==> src/rtl/arb8_rr_encoder.sv <==
// arb8_rr_encoder: eight-requester round-robin arbiter with one-hot and
// binary grant outputs and an optional hold timeout. A requester keeps the
// grant until it drops its request or MAX_HOLD cycles elapse. After every
// grant the resource is idle for at least one cycle before the next owner.
module arb8_rr_encoder #(
    parameter int MAX_HOLD = 16 // 0..255, 0 disables the timeout
) (
    input  logic       clk,
    input  logic       rst_n,
    input  logic       en,
    input  logic [7:0] req,
    output logic [7:0] gnt,
    output logic [2:0] gnt_idx,
    output logic       gnt_valid,
    output logic       timeout
);

    typedef enum logic {
        IDLE  = 1'b0,
        GRANT = 1'b1
    } state_t;

    localparam logic [7:0] MAX_HOLD_C = 8'(MAX_HOLD);
    localparam bit         HOLD_EN    = (MAX_HOLD != 0);

    state_t     state_q, state_d;
    logic [7:0] gnt_q, gnt_d;
    logic [2:0] idx_q, idx_d;
    logic       valid_q, valid_d;
    logic       timeout_q, timeout_d;
    logic [2:0] last_q, last_d;
    logic [7:0] cnt_q, cnt_d;

    logic       found;
    logic [2:0] win;
    logic [2:0] cand;

    // Round-robin search: first set request starting just above the last winner.
    always_comb begin
        found = 1'b0;
        win   = 3'd0;
        cand  = 3'd0;
        for (int k = 1; k <= 8; k++) begin
            // 3-bit wrap makes the search circular; k=8 lands on last_q itself.
            cand = last_q + 3'(k);
            if (!found && req[cand]) begin
                found = 1'b1;
                win   = cand;
            end
        end
    end

    // Next-state and next-output logic for the IDLE/GRANT controller.
    always_comb begin
        // NOTE: every variable gets a default first so no path infers a latch.
        state_d   = state_q;
        gnt_d     = gnt_q;
        idx_d     = idx_q;
        valid_d   = valid_q;
        timeout_d = 1'b0;
        last_d    = last_q;
        cnt_d     = cnt_q;
        case (state_q)
            IDLE: begin
                gnt_d   = 8'h00;
                valid_d = 1'b0;
                if (en && found) begin
                    gnt_d   = 8'b1 << win;
                    idx_d   = win;
                    valid_d = 1'b1;
                    last_d  = win;
                    cnt_d   = 8'd1;
                    state_d = GRANT;
                end
            end
            GRANT: begin
                if (!req[idx_q]) begin
                    // Normal release wins over a coinciding timeout.
                    gnt_d   = 8'h00;
                    valid_d = 1'b0;
                    state_d = IDLE;
                end else if (HOLD_EN && (cnt_q == MAX_HOLD_C)) begin
                    // Forced release; last_q already holds this owner's index,
                    // so it drops to lowest priority for the next search.
                    gnt_d     = 8'h00;
                    valid_d   = 1'b0;
                    timeout_d = 1'b1;
                    state_d   = IDLE;
                end else if (cnt_q != 8'hFF) begin
                    cnt_d = cnt_q + 8'd1;
                end
            end
            default: begin
                gnt_d   = 8'h00;
                valid_d = 1'b0;
                state_d = IDLE;
            end
        endcase
    end

    // State and registered outputs; asynchronous reset clears everything at once.
    always_ff @(posedge clk or negedge rst_n) begin
        if (!rst_n) begin
            // NOTE: sequential state uses non-blocking assignments only.
            state_q   <= IDLE;
            gnt_q     <= 8'h00;
            idx_q     <= 3'd0;
            valid_q   <= 1'b0;
            timeout_q <= 1'b0;
            last_q    <= 3'd7;
            cnt_q     <= 8'd0;
        end else begin
            state_q   <= state_d;
            gnt_q     <= gnt_d;
            idx_q     <= idx_d;
            valid_q   <= valid_d;
            timeout_q <= timeout_d;
            last_q    <= last_d;
            cnt_q     <= cnt_d;
        end
    end

    assign gnt       = gnt_q;
    assign gnt_idx   = idx_q;
    assign gnt_valid = valid_q;
    assign timeout   = timeout_q;

endmodule

==> config.mk <==
export PLATFORM = sky130hd
export DESIGN_NAME = arb8_rr_encoder
export DESIGN_NICKNAME = d
export VERILOG_FILES = /design/src/rtl/arb8_rr_encoder.sv
export SDC_FILE = /design/constraint.sdc
export NUM_CORES = 1
export LEC_CHECK = 0
export CORE_ASPECT_RATIO = 0.8
export CORE_MARGIN = 8
export CORE_UTILIZATION = 45
export CTS_CLUSTER_DIAMETER = 120
export DETAILED_ROUTE_END_ITERATION = 10
export PLACE_DENSITY = 0.66
export SLEW_MARGIN = 15
export SYNTH_ARGS = -nofsm -noshare
export SYNTH_HDL_FRONTEND = slang
export SYNTH_SLANG_ARGS = --single-unit
==> constraint.sdc <==
create_clock -name clk -period 5.35 [get_ports clk]
set_input_delay 1.3375 -clock clk [delete_from_list [all_inputs] [get_ports clk]]
set_output_delay 1.3375 -clock clk [all_outputs]
set_load 0.005 [all_outputs]
==> results.yml <==
detailed_routing:
  first_pass_iters: 5
  viasPerCell: 6.353
  routed-via-count: 1982
  ant_nets: 0
  routed_wl_um: 5751
  drc: 0
  initialDrtViolationCount: 243
  wl_per_cell_um: 18.43
final_layout:
  drive_gt1_share_pct: 14.40
  fill_cells: 452
  regArea_um2: 629.4
  multiInputGateArea_um2: 1549
  final_nets: 266
  final_cells: 312
  antenna_cells: 0
  area_delta_synth_final_pct: 13.68
logic_synthesis:
  synth_most_common_cell: "nand2_1"
  synth_edf_count: 0
  yosys.area.top_type: "dfrtp_1"
  syn_area_per_cell_um2: 9.811
  async_flop_share_pct: 100.0
  synth.area.top_cells: "dfrtp_1 24%, mux4_2 12%, mux4_1 5.7%, mux2i_1 5.7%, nand2_1 5.1%"
  synth-seq-cells: 25
  syn_nets: 248
  synth_top_area_share_pct: 24.08
  ys_top_cells_by_count: "31 x nand2_1, 22 x dfrtp_1, 13 x mux2i_1, 13 x nor2_1, 12 x mux4_2"
  yosysSeqAreaShare_pct: 27.53
  ys_warn_count: 0
  synth.distinct_cells: 53
  ys.flop_type: "dfrtp_1"
  syn_area_um2: 2286
  synthCells: 233
critical_path:
  end_kind: "flop"
  crit_slowest_cell: "dfstp_2"
  rr_worst_depth: 10
  cp.depth: 10
  max_stage_delay_ps: 870
  critPathRequiredTime_ps: 5490
  crit_family: "multiplexers"
  reg2reg_from: "last_q[1]$_DFFE_PN1P_"
  endpoint: "gnt[3]$_DFFE_PN0P_"
  critPathKind: "flop to flop"
  crit_path_start_kind: "flop"
  critPathLaunch: "last_q[1]$_DFFE_PN1P_"
  crit_buf_inv: 2
  regToRegSetupSlack_ps: 1030
  path_cells: "inv_1 > ha_1 > mux2_2 > mux4_2 > nor3_1 > nor2_1 > o311ai_4 > buf_4 > o21bai_1 > o31ai_1"
  r2r-end: "gnt[3]$_DFFE_PN0P_"
  crit_arrival_ps: 4460
  cp_max_fo: 32
grt:
  grt_overflow: 0
  grt_max_degree: 33
  grt_pass1_wl_um: 9756
  grt_pass1_vias: 1844
  grt_usage_pct: 15.73
  antenna_found_initial: 0
placement:
  placed_cells: 308
  hpwl_um: 4182
  gp_congestion: 0.8689
  io_buffer_count: 23
timing:
  finalCritPeriodShare_pct: 80.67
  max_slew_margin_pct: 62.19
  skew_ps: 4.426
  drv_slew: 0
  fmax_ghz: 0.2317
  setup_tns_ps: 0
  setup_violations: 0
  hold_slack_ps: 500.1
  rsz0062_at_grt: "no"
  worstMarginPinSlew_ps: 552.8
  hold_violations: 0
  fin_crit_ps: 4316
clocking:
  clock-root-buffer: "clkbuf_8"
  worstSkewPairLatency_ps: 270
  clk_pin_slew_ps: 90
  cts_hold_buffers: 0
  cts_buffer_depth: 2
  postCtsResizedCells: 0
  cts_setup_buffers: 0
  clock_sinks: 25
  htreeDepth: 1
  cts_tree: "done"
  numCtsBuffers: 3
power:
  irDropWorstVdd_mv: 0.3962
  total_power_mw: 1.789
  p_leak_nw: 1.030
  pwr_density_cell_nw_per_um2: 688.2
floorplanning:
  coreArea_um2: 4950
  start_util_pct: 46.18
  io_pins: 24
  die_h_um: 79.75
  fp.dieArea_um2: 7631
  fp.dieW_um: 95.69
  num_rows: 23
min_path:
  hp-class: "flop to flop"
run_status:
  status: "completed"
flow_run:
  drv_cap: 0
registers in the layout, indices dropped and copies added (netlist names):
name,cells
cnt_q,8
gnt,8
gnt_idx,3
gnt_valid,1
last_q,3
state_q,1
timeout,1
layer usage:
| layer | up-vias | global-route usage, % | routed length [um] |
|---|---|---|---|
| li1 | 936 | - | - |
| met1 | 948 | 23.73 | 2829 |
| met2 | 89 | 22.23 | 2479 |
| met3 | 9 | 3.853 | 382 |
| met4 | 0 | 2.603 | 60 |
| met5 | - | 0 | 0 |
area by class of cell:
type                       count  area share, %
multi-input combinational    184          59.61
tap                           62          2.985
timing repair buffer          26          9.726
sequential                    25          24.22
clock buffer                   3          1.589
inverter                      11          1.589
clock inverter                 1         0.2889
how the worst min path moves through the flow:
stage                          start               endpoint  slack, ps  cells past startpoint
2_1_floorplan  gnt_valid$_DFFE_PN0P_  gnt_valid$_DFFE_PN0P_        470                      2
3_3_place_gp      gnt[1]$_DFFE_PN0P_     gnt[1]$_DFFE_PN0P_        470                      2
3_5_place_dp      gnt[3]$_DFFE_PN0P_     gnt[3]$_DFFE_PN0P_        480                      2
4_1_cts           gnt[1]$_DFFE_PN0P_     gnt[1]$_DFFE_PN0P_        500                      2
5_1_grt           gnt[4]$_DFFE_PN0P_     gnt[4]$_DFFE_PN0P_        520                      1
6_report          gnt[0]$_DFFE_PN0P_     gnt[0]$_DFFE_PN0P_        500                      2
worst register-to-register path: stages (launching register included):
cell,delay (ps)
dfstp_2,870
inv_1,160
ha_1,640
mux2_2,420
mux4_2,540
nor3_1,350
nor2_1,140
o311ai_4,330
buf_4,360
o21bai_1,260
o31ai_1,110
power by group:
group	switching [mW]	internal [mW]
Sequential	0.134	0.264
Clock	0.0618	0.0528
Combinational	0.696	0.580
Total	0.892	0.896
cells by family after synthesis:
group / after synthesis / synth area share [%]
simple gates: 75 / 15.27
buf+inv: 24 / 4.707
flops: 25 / 27.53
mux: 38 / 27.37
fa+ha+maj: 4 / 2.189
xor+xnor: 5 / 1.916
compound gates: 62 / 21.02
layout by cell type (no fill, tap or decap), types with 2 or more instances in the layout:
cell type	n
nor3_1	6
a32o_1	5
a31oi_1	2
nand3_1	10
nand2b_1	7
mux2_2	7
inv_1	10
xor2_1	2
o31ai_1	4
mux4_1	5
nor2_1	13
a21o_1	3
ha_1	4
buf_4	3
a21oi_1	7
clkdlybuf4s50_1	23
o21ai_0	11
mux2i_1	13
a22oi_1	2
mux4_2	12
dfstp_2	3
xnor2_1	3
and3_1	4
nand2_1	31
o32a_1	2
clkbuf_8	3
a211oi_1	9
dfrtp_1	22
metrics by stage:
stage / instance area, um2 / setup WS, ps / util (%)
finish: 2599 / 1034 / 52.50
global route: 2599 / 813.9 / 52.50
CTS: 2599 / 1050 / 52.50
detailed placement: 2550 / 868.2 / 51.52
global placement: 2550 / 914.3 / 51.52
floorplan: 2286 / 1478 / -
Note: power is estimated with default switching activity, not from simulation.
